### config.mk
export PLATFORM = sky130hd
export DESIGN_NAME = fp_expand
export DESIGN_NICKNAME = d
export VERILOG_FILES = /design/src/rtl/fp_pkg.sv /design/src/rtl/sign_mag_to_twos.sv /design/src/rtl/fp_expand.sv
export SDC_FILE = /design/constraint.sdc
export NUM_CORES = 1
export LEC_CHECK = 0
export ABC_AREA = 1
export CAP_MARGIN = 20
export CORE_ASPECT_RATIO = 1.1
export CORE_MARGIN = 5
export CORE_UTILIZATION = 48
export DETAILED_ROUTE_END_ITERATION = 8
export PLACE_DENSITY = 0.72
export REMOVE_ABC_BUFFERS = 1
export SYNTH_ARGS = -nofsm -noshare
export SYNTH_HDL_FRONTEND = slang
export SYNTH_SLANG_ARGS = --single-unit
### constraint.sdc
create_clock -name clk -period 2 [get_ports clk]
set_input_delay 0.2 -clock clk [delete_from_list [all_inputs] [get_ports clk]]
set_output_delay 0.2 -clock clk [all_outputs]
set_load 0.01 [all_outputs]
### src/rtl/fp_pkg.sv
// Shared definitions for the 8-bit float (S, E[2:0], F[3:0]) datapath.
// Holds the word widths used by both the encoder and the expander, and the
// expander's FSM state encoding.
package fp_pkg;

  localparam int unsigned DW = 12;  // two's-complement output width
  localparam int unsigned EW = 3;   // exponent width
  localparam int unsigned FW = 4;   // significand width

  typedef enum logic [1:0] {
    StIdle  = 2'd0,
    StShift = 2'd1,
    StSign  = 2'd2,
    StDone  = 2'd3
  } state_e;

endpackage

### src/rtl/sign_mag_to_twos.sv
// Combinational sign-magnitude to two's-complement conversion.
// Ports:
//   sgn - sign bit (1 = negative)
//   mag - unsigned magnitude
//   val - two's-complement result; a zero magnitude always yields zero
module sign_mag_to_twos #(
  parameter int unsigned W = 12
) (
  input  logic         sgn,
  input  logic [W-1:0] mag,
  output logic [W-1:0] val
);

  always_comb begin
    val = sgn ? (~mag + W'(1)) : mag;
  end

endmodule

### src/rtl/fp_expand.sv
// Expands an 8-bit float (S, E, F) into a DW-bit two's-complement value
// V = (-1)^S * F * 2^E using a one-bit-per-clock shifter.
// Ports:
//   clk, rst              - clock and synchronous active-high reset
//   in_valid, in_ready    - input handshake; accepted only while idle
//   S, E, F               - sign, exponent (shift count), significand
//   out_valid, out_ready  - output handshake; result held until taken
//   D                     - decoded value, meaningful while out_valid=1
module fp_expand #(
  parameter int unsigned DW = fp_pkg::DW,
  parameter int unsigned EW = fp_pkg::EW,
  parameter int unsigned FW = fp_pkg::FW
) (
  input  logic          clk,
  input  logic          rst,
  input  logic          in_valid,
  output logic          in_ready,
  input  logic          S,
  input  logic [EW-1:0] E,
  input  logic [FW-1:0] F,
  output logic          out_valid,
  input  logic          out_ready,
  output logic [DW-1:0] D
);

  import fp_pkg::*;

  state_e        state_q, state_d;
  logic [DW-1:0] mag_q, mag_d;
  logic [EW-1:0] cnt_q, cnt_d;
  logic          sgn_q, sgn_d;
  logic [DW-1:0] d_q, d_d;
  logic [DW-1:0] twos;

  sign_mag_to_twos #(
    .W (DW)
  ) u_sign (
    .sgn (sgn_q),
    .mag (mag_q),
    .val (twos)
  );

  always_comb begin
    state_d = state_q;
    mag_d   = mag_q;
    cnt_d   = cnt_q;
    sgn_d   = sgn_q;
    d_d     = d_q;
    unique case (state_q)
      StIdle: begin
        if (in_valid) begin
          mag_d   = {{(DW-FW){1'b0}}, F};
          cnt_d   = E;
          sgn_d   = S;
          state_d = StShift;
        end
      end
      StShift: begin
        // The zero-count cycle is spent here too, so latency depends only on E.
        if (cnt_q == '0) begin
          state_d = StSign;
        end else begin
          mag_d = mag_q << 1;
          cnt_d = cnt_q - EW'(1);
        end
      end
      StSign: begin
        d_d     = twos;
        state_d = StDone;
      end
      StDone: begin
        if (out_ready) begin
          state_d = StIdle;
        end
      end
      default: state_d = StIdle;
    endcase
  end

  always_ff @(posedge clk) begin
    if (rst) begin
      state_q <= StIdle;
      mag_q   <= '0;
      cnt_q   <= '0;
      sgn_q   <= 1'b0;
      d_q     <= '0;
    end else begin
      state_q <= state_d;
      mag_q   <= mag_d;
      cnt_q   <= cnt_d;
      sgn_q   <= sgn_d;
      d_q     <= d_d;
    end
  end

  assign in_ready  = (state_q == StIdle);
  assign out_valid = (state_q == StDone);
  assign D         = d_q;

endmodule

==> results of run 1 <==
## kinds of logic (layout without fill, tap and decap cells)
kind of cell	Yosys count	in the layout	share of synthesized area [%]
compound gates	50	50	18.38
xor+xnor	4	4	2.199
fa+ha+maj	8	8	6.285
buf+inv	40	64	11.15
flops	30	30	37.71
simple gates	88	88	24.27
## layer usage
| metal | up-vias | global-route usage [%] |
|---|---|---|
| met2 | 21 | 26.14 |
| met1 | 615 | 18.50 |
| met4 | 0 | 5.869 |
| li1 | 767 | - |
| met3 | 6 | 5.305 |
| met5 | - | 0 |
## area by class of cell
cell class / instances / area, um^2 / area share (%)
sequential: 30 / 600.6 / 31.56
tap: 36 / 45.04 / 2.367
multi-input combinational: 150 / 814.5 / 42.80
timing repair buffer: 29 / 280.3 / 14.73
inverter: 29 / 111.4 / 5.851
clock buffer: 6 / 51.30 / 2.696
## report_power, final
group,internal [mW],switching [mW]
logic,0.515,0.704
registers,0.762,0.0968
clock network,0.158,0.197
## cells in the final DEF (no fill, tap or decap), types with 5 or more instances in the layout
| cell type | netlist | layout |
|---|---|---|
| sky130_fd_sc_hd__nor2_1 | 16 | 16 |
| sky130_fd_sc_hd__nand4_1 | 10 | 10 |
| sky130_fd_sc_hd__ha_1 | 8 | 8 |
| sky130_fd_sc_hd__dfxtp_1 | 30 | 30 |
| sky130_fd_sc_hd__clkdlybuf4s50_1 | 0 | 25 |
| sky130_fd_sc_hd__clkbuf_4 | 0 | 5 |
| sky130_fd_sc_hd__nand2_1 | 46 | 46 |
| sky130_fd_sc_hd__a21oi_1 | 21 | 21 |
| sky130_fd_sc_hd__inv_1 | 28 | 28 |
| sky130_fd_sc_hd__o21ai_0 | 16 | 16 |
| sky130_fd_sc_hd__nand3_1 | 12 | 12 |
## sequential cells by signal (all words and copies together) (netlist names)
name and count:
cnt_q 3, mag_q 12, state_q 2, D 12
sgn_q 1
## worst paths after layout
check | start | end | slack [ns] | cells past startpoint
min reg2reg | cnt_q[1]$_SDFFE_PP0P_ | cnt_q[1]$_SDFFE_PP0P_ | 0.47 | 2
min | cnt_q[1]$_SDFFE_PP0P_ | cnt_q[1]$_SDFFE_PP0P_ | 0.47 | 2
max reg2reg | state_q[1]$_SDFFE_PP0P_ | mag_q[1]$_SDFFE_PP0P_ | 0.28 | 7
max | state_q[0]$_SDFFE_PP0P_ | in_ready | 0.25 | 3
## critical path, cell delays in order, from the launching register on
cell	delay, ns
sky130_fd_sc_hd__dfxtp_1	0.34
sky130_fd_sc_hd__inv_1	0.13
sky130_fd_sc_hd__ha_1	0.21
sky130_fd_sc_hd__clkdlybuf4s50_1	0.55
## Yosys cell counts (all sizes together)
| cell | instances | area share (%) |
|---|---|---|
| nand2 | 47 | 12 |
| dfxtp | 30 | 38 |
| inv | 29 | 7.0 |
| o21ai | 23 | 8.4 |
| a21oi | 21 | 6.6 |
| nor2 | 16 | 3.8 |
| nand3 | 12 | 3.8 |
| nand4 | 10 | 3.9 |
| ha | 8 | 6.3 |
| clkbuf | 6 | 1.4 |
| buf | 5 | 2.7 |
| o211ai | 5 | 2.7 |
| xor2 | 4 | 2.2 |
| or2 | 2 | 0.94 |
| nor3 | 1 | 0.31 |
| o21bai | 1 | 0.71 |
## metrics by stage
stage          power [mW]  setup WS [ns]
3_5_place_dp        2.106         0.2881
4_1_cts             2.456         0.2342
3_3_place_gp        2.067         0.3481
5_1_grt             2.678         0.1202
6_report            2.433         0.2472
2_1_floorplan       1.668         0.2251
==> flow_summary.yaml, run 1 <==
global_routing:
  grt_antenna_before_repair: 0
  number_of_global_route_vias_before_repair: 1251
  globalRouteTotalUtil_pct: 15.74
  grt_overflow: 0
  grt_start_max_net_pins: 26
  first_pass_grt_wire_length_um: 5651
synth:
  synth-seq-area-share_pct: 37.71
  yosys_register_bits: 30
  synthDistinctLibCells: 24
  yosys_warnings: 0
  syn_avg_cell_area_um2: 7.240
  syn_inst: 220
  synth.cell_area_um2: 1593
worst_setup_path:
  path_class: "reg2out"
  start_kind: "flip-flop"
  crit_path_end_kind: "primary output"
  cp_max_fo: 4
  worstPathRequired_ns: 1.80
  critical_path_arrival_ns: 1.55
pwr:
  p_leak_nw: 0.8244
  power_per_cell_area_nw_per_um2: 1279
  ir_drop_uv: 690.8
drt:
  final_antenna_net_count: 0
  m1WireLength_um: 1438
  initialDrtViolationCount: 67
  drc: 0
  finalWirelength_um: 3196
  routed_wire_length_per_instance_um: 11.41
  met3_wirelength_um: 148
  routed_via_density: 5.032
  vias: 1409
  first_pass_iters: 4
  wl_met2_um: 1554
  top_layer: "met4"
timing:
  slew_headroom_pct: 66.18
  timing.clock.skew_ns: 0.009583
  setup_total_negative_slack_ns: 0
  report.final.slew_viol_count: 0
  report.final.hold_viol_count: 0
  final.min_clock_period_ns: 1.753
  fmax_mhz: 570.5
  final-setup-viol-count: 0
  rsz0062_at_grt: "no"
  fin_crit_sh_pct: 87.64
  timing_worst_slew_pin_value_ns: 0.5068
  finalHoldWorstSlack_ns: 0.4662
place:
  finalWeightedCongestion: 0.7573
  dpl_cell_area_um2: 1852
  placed_cells: 274
  port_buffers: 25
  dp_hpwl_um: 2404
floorplan:
  floorplan.io_pins: 26
  dieArea_um2: 4572
  rows: 22
  initial_core_util_pct: 48.62
  floorplan.core_area_um2: 3276
  dieHeight_um: 70.42
  chipWidth_um: 64.93
finish:
  final_net_count: 265
  layout.core_utilization_pct: 58.10
  final_layout_size_suffix_gt1_share_pct: 7.377
  fillCellCount: 309
  layout.cells.non_filler: 280
  finalInstanceArea_um2: 1903
  areaGrowthSynthToFinish_pct: 19.48
  n_antenna_cell: 0
run_status:
  status: "completed"
flow_run:
  maxCapViolations: 0
clock_tree:
  numCtsBuffers: 5
  post_cts_resize_count: 0
  post_cts_buffers: 0
  clkSlewWorstSetupHoldPaths_ns: 0.09
  clock_insertion_delay_worst_skew_ns: 0.33
  cts_tree: "yes"
  postCtsHoldBufs: 0
  cts-root-to-sink-buffers: 2
  cts_num_sinks: 30
  htreeDepth: 2
  cell_chosen_for_the_clock_root: "sky130_fd_sc_hd__clkbuf_4"
hold_path:
  min_path_type: "reg2reg"
No activity file was read; power rests on OpenSTA's default activity.
==> run 2: changes to the inputs <==
--- a/config.mk
+++ b/config.mk
@@ -13,6 +13,7 @@
 export DETAILED_ROUTE_END_ITERATION = 8
 export PLACE_DENSITY = 0.72
 export REMOVE_ABC_BUFFERS = 1
+export SETUP_SLACK_MARGIN = 0.2
 export SYNTH_ARGS = -nofsm -noshare
 export SYNTH_HDL_FRONTEND = slang
 export SYNTH_SLANG_ARGS = --single-unit
==> constraint.sdc (replaced) <==
create_clock -name clk -period 1.7 [get_ports clk]
set_input_delay 0.17 -clock clk [delete_from_list [all_inputs] [get_ports clk]]
set_output_delay 0.17 -clock clk [all_outputs]
set_load 0.01 [all_outputs]
==> flow_summary.yaml, run 2 (synthesis results as in run 1) <==
worst_setup_path:
  cp_max_fo: 5
  critical_path_arrival_ns: 1.82
  path_class: "reg2reg"
  timing.critical_path.cells: "inv_2, ha_4, ha_4, or2_4, o21ai_4, buf_6, buf_6, nand4_1, a21oi_1"
  worst-r2r-cell-count: 9
  r2r_start: "cnt_q[0]$_SDFFE_PP0P_"
  worst_setup_slack_for_register_to_register_paths_ns: 0.15
  critical-path-slowest-cell: "sky130_fd_sc_hd__dfxtp_2"
  start_kind: "flip-flop"
  crit_path_max_incr_delay_ns: 0.35
  crit_path_end_kind: "flip-flop"
  worstPathRequired_ns: 1.97
  r2r_end: "mag_q[5]$_SDFFE_PP0P_"
floorplan:
  rows: 22
  floorplan.io_pins: 26
  initial_core_util_pct: 48.62
  dieHeight_um: 70.42
  floorplan.core_area_um2: 3276
  chipWidth_um: 64.93
  dieArea_um2: 4572
clock_tree:
  cts-root-to-sink-buffers: 2
  postCtsHoldBufs: 0
  clkSlewWorstSetupHoldPaths_ns: 0.10
  cell_chosen_for_the_clock_root: "sky130_fd_sc_hd__clkbuf_4"
  numCtsBuffers: 5
  cts_tree: "yes"
  cts_num_sinks: 30
  htreeDepth: 2
  clock_insertion_delay_worst_skew_ns: 0.33
global_routing:
  grt_start_max_net_pins: 26
  globalRouteTotalUtil_pct: 16.13
  first_pass_grt_wire_length_um: 5809
  grt_antenna_before_repair: 0
  grt_overflow: 0
  number_of_global_route_vias_before_repair: 1354
timing:
  setup_total_negative_slack_ns: 0
  final-setup-viol-count: 0
  rsz0062_at_grt: "yes"
  timing_worst_slew_pin_value_ns: 0.5746
  report.final.slew_viol_count: 0
  finalHoldWorstSlack_ns: 0.4368
  timing.clock.skew_ns: 0.009845
  fin_crit_sh_pct: 91.03
  final.min_clock_period_ns: 1.547
  report.final.hold_viol_count: 0
  fmax_mhz: 646.2
  slew_headroom_pct: 61.65
finish:
  final_layout_size_suffix_gt1_share_pct: 19.14
  fillCellCount: 285
  n_antenna_cell: 0
  layout_commonest_cell: "sky130_fd_sc_hd__nand2_1"
  final_cell_mix: "sky130_fd_sc_hd__nand2_1 (46), sky130_fd_sc_hd__dfxtp_1 (27), sky130_fd_sc_hd__inv_1 (24)"
  layout.core_utilization_pct: 64.51
  final_net_count: 276
  areaGrowthSynthToFinish_pct: 32.68
place:
  finalWeightedCongestion: 0.7220
  dp_hpwl_um: 2287
  port_buffers: 25
drt:
  final_antenna_net_count: 0
  routed_wire_length_per_instance_um: 12.29
  vias: 1537
  drc: 0
  first_pass_iters: 4
  routed_via_density: 5.264
  initialDrtViolationCount: 82
  finalWirelength_um: 3590
hold_path:
  whs_endpoint: "mag_q[0]$_SDFFE_PP0P_"
  worst_hold_startpoint: "F[0]"
  number_of_instances_on_the_worst_hold_path: 3
  min_path_type: "in2reg"
pwr:
  power_per_cell_area_nw_per_um2: 1633
  total_power_mw: 3.450
  ir_drop_uv: 1090
  p_leak_nw: 0.9006
flow_run:
  maxCapViolations: 0
run_status:
  status: "completed"
-- run 2: metal layers --
layer / part of all wire, % / wire (um) / global-route usage [%]
met1: 42 / 1514 / 17.99
met5: 0 / 0 / 0
met4: 2.7 / 98 / 8.451
met2: 52 / 1862 / 27.84
met3: 3.2 / 114 / 3.859
-- run 2: power by group --
part / switching [mW] / internal, mW
logic: 1.08 / 0.939
clock network: 0.251 / 0.148
registers: 0.127 / 0.902
-- run 2: how the worst max path moves through the flow --
| stage | start | endpoint | slack, ns | depth (start not counted) |
|---|---|---|---|---|
| after global routing | cnt_q[1]$_SDFFE_PP0P_ | mag_q[5]$_SDFFE_PP0P_ | 0.08 | 9 |
| after CTS | cnt_q[0]$_SDFFE_PP0P_ | mag_q[7]$_SDFFE_PP0P_ | 0.18 | 9 |
| after detailed placement | cnt_q[0]$_SDFFE_PP0P_ | mag_q[1]$_SDFFE_PP0P_ | 0.09 | 8 |
| after floorplan | state_q[1]$_SDFFE_PP0P_ | mag_q[1]$_SDFFE_PP0P_ | -0.07 | 8 |
| after global placement | cnt_q[0]$_SDFFE_PP0P_ | mag_q[1]$_SDFFE_PP0P_ | 0.14 | 8 |
| final | cnt_q[0]$_SDFFE_PP0P_ | mag_q[5]$_SDFFE_PP0P_ | 0.15 | 9 |
-- run 2: worst max-delay path: cells and delay by family (launching register included) --
| family | cells | cell delay [ns] |
|---|---|---|
| flip-flops | 1 | 0.35 |
| AO/OA/AOI/OAI | 2 | 0.22 |
| buffers and inverters | 3 | 0.27 |
| adder cells (fa/ha/maj) | 2 | 0.31 |
| AND/OR/NAND/NOR | 2 | 0.33 |
-- run 2: timing repair --
action	in CTS	in global routing
pin swaps	5	3
gates resized for setup	26	9
setup buffers	5	1
endpoints found under the setup margin	19	21
cloned	2	1
-- run 2: per-stage QoR --
| step | area [um^2] | setup WS (ns) | std cells |
|---|---|---|---|
| 2_1_floorplan | 1526 | -0.07489 | 209 |
| 3_3_place_gp | 1867 | 0.1447 | 276 |
| 3_5_place_dp | 1867 | 0.09039 | 276 |
| 4_1_cts | 2056 | 0.1822 | 290 |
| 5_1_grt | 2113 | 0.07539 | 292 |
| 6_report | 2113 | 0.1525 | 292 |
-- run 2: area by class of cell --
type | count | area (um^2) | area share [%]
Clock inverter | 2 | 10.01 | 0.4737
Clock buffer | 5 | 37.54 | 1.776
Sequential cell | 30 | 604.3 | 28.60
Multi-Input combinational cell | 152 | 940.9 | 44.52
Inverter | 29 | 111.4 | 5.269
Tap cell | 36 | 45.04 | 2.131
Timing Repair Buffer | 38 | 364.1 | 17.23
==> run 3: changes to the inputs <==
==> constraint.sdc (replaced) <==
create_clock -name clk -period 1.5 [get_ports clk]
set_input_delay 0.15 -clock clk [delete_from_list [all_inputs] [get_ports clk]]
set_output_delay 0.15 -clock clk [all_outputs]
set_load 0.01 [all_outputs]
==> flow_summary.yaml, run 3 (synthesis results as in run 1) <==
finish:
  final_net_count: 290
  fillCellCount: 246
  finalInstanceArea_um2: 2425
  n_antenna_cell: 0
  layout_commonest_cell: "sky130_fd_sc_hd__nand2_1"
  final_layout_size_suffix_gt1_share_pct: 32.10
  final_cell_mix: "sky130_fd_sc_hd__nand2_1 (42), sky130_fd_sc_hd__dfxtp_1 (24), sky130_fd_sc_hd__inv_1 (22)"
  layout.core_utilization_pct: 74.03
  areaGrowthSynthToFinish_pct: 52.24
place:
  finalWeightedCongestion: 0.7769
  port_buffers: 25
  dp_hpwl_um: 2375
  dpl_cell_area_um2: 1939
clock_tree:
  clkSlewWorstSetupHoldPaths_ns: 0.09
  postCtsHoldBufs: 0
  cts-root-to-sink-buffers: 2
  cts_tree: "yes"
  clock_insertion_delay_worst_skew_ns: 0.34
  cts_num_sinks: 30
  htreeDepth: 2
  numCtsBuffers: 5
  cell_chosen_for_the_clock_root: "sky130_fd_sc_hd__clkbuf_4"
floorplan:
  floorplan.core_area_um2: 3276
  chipWidth_um: 64.93
  rows: 22
  dieHeight_um: 70.42
  dieArea_um2: 4572
  initial_core_util_pct: 48.62
  floorplan.io_pins: 26
drt:
  routed_wire_length_per_instance_um: 14.20
  vias: 1637
  routed_via_density: 5.332
  final_antenna_net_count: 0
  first_pass_iters: 4
  drc: 0
  finalWirelength_um: 4360
  initialDrtViolationCount: 84
worst_setup_path:
  crit_path_max_incr_delay_ns: 0.34
  cp_max_fo: 4
  crit_path_end_kind: "flip-flop"
  start_kind: "flip-flop"
  critical_path_arrival_ns: 1.84
  worstPathRequired_ns: 1.78
  timing.critical_path.cells: "inv_2, ha_4, ha_4, or2_4, o21ai_4, buf_12, buf_6, nand4_1, a21oi_1"
  path_class: "reg2reg"
  most_frequent_cp_cell: "sky130_fd_sc_hd__ha_4"
  critical-path-slowest-cell: "sky130_fd_sc_hd__dfxtp_2"
run_status:
  failed_checks: "setup timing"
  status: "finished, violations left"
pwr:
  p_leak_nw: 1.080
  power_per_cell_area_nw_per_um2: 1897
  total_power_mw: 4.601
  ir_drop_uv: 1325
timing:
  finalHoldWorstSlack_ns: 0.4014
  report.final.slew_viol_count: 0
  timing_worst_slew_pin_value_ns: 0.6601
  fin_crit_sh_pct: 104.2
  fmax_mhz: 639.9
  rsz0062_at_grt: "yes"
  report.final.hold_viol_count: 0
  finalWorstSetupSlack_ns: -0.06273
  final.min_clock_period_ns: 1.563
  final-setup-viol-count: 10
  slew_headroom_pct: 55.95
  timing.clock.skew_ns: 0.006030
flow_run:
  maxCapViolations: 0
global_routing:
  number_of_global_route_vias_before_repair: 1474
  globalRouteTotalUtil_pct: 17.63
  grt_start_max_net_pins: 23
  first_pass_grt_wire_length_um: 6313
  grt_antenna_before_repair: 0
  grt_overflow: 0
hold_path:
  min_path_type: "in2reg"
==> run 3: cell count changes in the layout (fill, tap and decap cells not counted), sizes merged <==
| cell | delta |
|---|---|
| clkdlybuf4s50 | -12 |
| buf | +14 |
| clkinv | -1 |
| dlygate4sd2 | +10 |
| clkbuf | +4 |
==> run 3: layer usage <==
layer	global-route usage, %	part of all wire (%)	vias up
li1	-	-	825
met3	4.019	4.2	14
met4	9.155	2.6	0
met5	0	0	-
met1	18.82	40	758
met2	31.59	53	40
==> run 3: per-stage QoR <==
| step | setup TNS [ns] | setup WS [ns] | std cells |
|---|---|---|---|
| final | -0.1778 | -0.06273 | 307 |
| after global routing | -1.126 | -0.1358 | 307 |
| after CTS | 0 | 0.004437 | 300 |
| after detailed placement | -0.5012 | -0.1024 | 284 |
| after global placement | -0.1171 | -0.04354 | 284 |
| after floorplan | -3.375 | -0.2749 | 209 |
==> run 3: power breakdown <==
group	internal, mW	switching, mW	leakage (nW)
Combinational	1.41	1.47	0.797
Clock	0.227	0.290	0.0353
Sequential	1.03	0.167	0.248
Total	2.67	1.93	1.08
==> run 3: critical path: cells and delay by family, from the launching register on <==
| family | cells | cell delay [ns] |
|---|---|---|
| compound gates | 2 | 0.23 |
| fa+ha+maj | 2 | 0.31 |
| buf+inv | 3 | 0.30 |
| flops | 1 | 0.34 |
| simple gates | 2 | 0.33 |
==> run 3: cell type report <==
class	count	area (um^2)	share of cell area (%)
clock buffers	7	55.05	2.270
flip-flops and latches	30	610.6	25.18
multi-input cells	152	1052	43.40
repair buffers	52	538.0	22.19
clock inverters	1	5.005	0.2064
well taps	36	45.04	1.858
inverters	29	118.9	4.902
==> run 3: path summary, 6_finish.rpt <==
path,start,to,slack [ns],cells past startpoint
setup / recovery,cnt_q[0]$_SDFFE_PP0P_,mag_q[11]$_SDFFE_PP0P_,-0.06,9
hold / removal,F[0],mag_q[0]$_SDFFE_PP0P_,0.40,3
setup reg to reg,cnt_q[0]$_SDFFE_PP0P_,mag_q[11]$_SDFFE_PP0P_,-0.06,9
hold reg to reg,D[1]$_SDFFE_PP0P_,D[1]$_SDFFE_PP0P_,0.49,2
==> run 3: timing repair <==
action | in CTS | in global routing
endpoints found under the setup margin | 42 | 29
buffers inserted | 5 | 4
pin swaps | 4 | 21
gates resized for setup | 45 | 53
gates cloned | 3 | 3
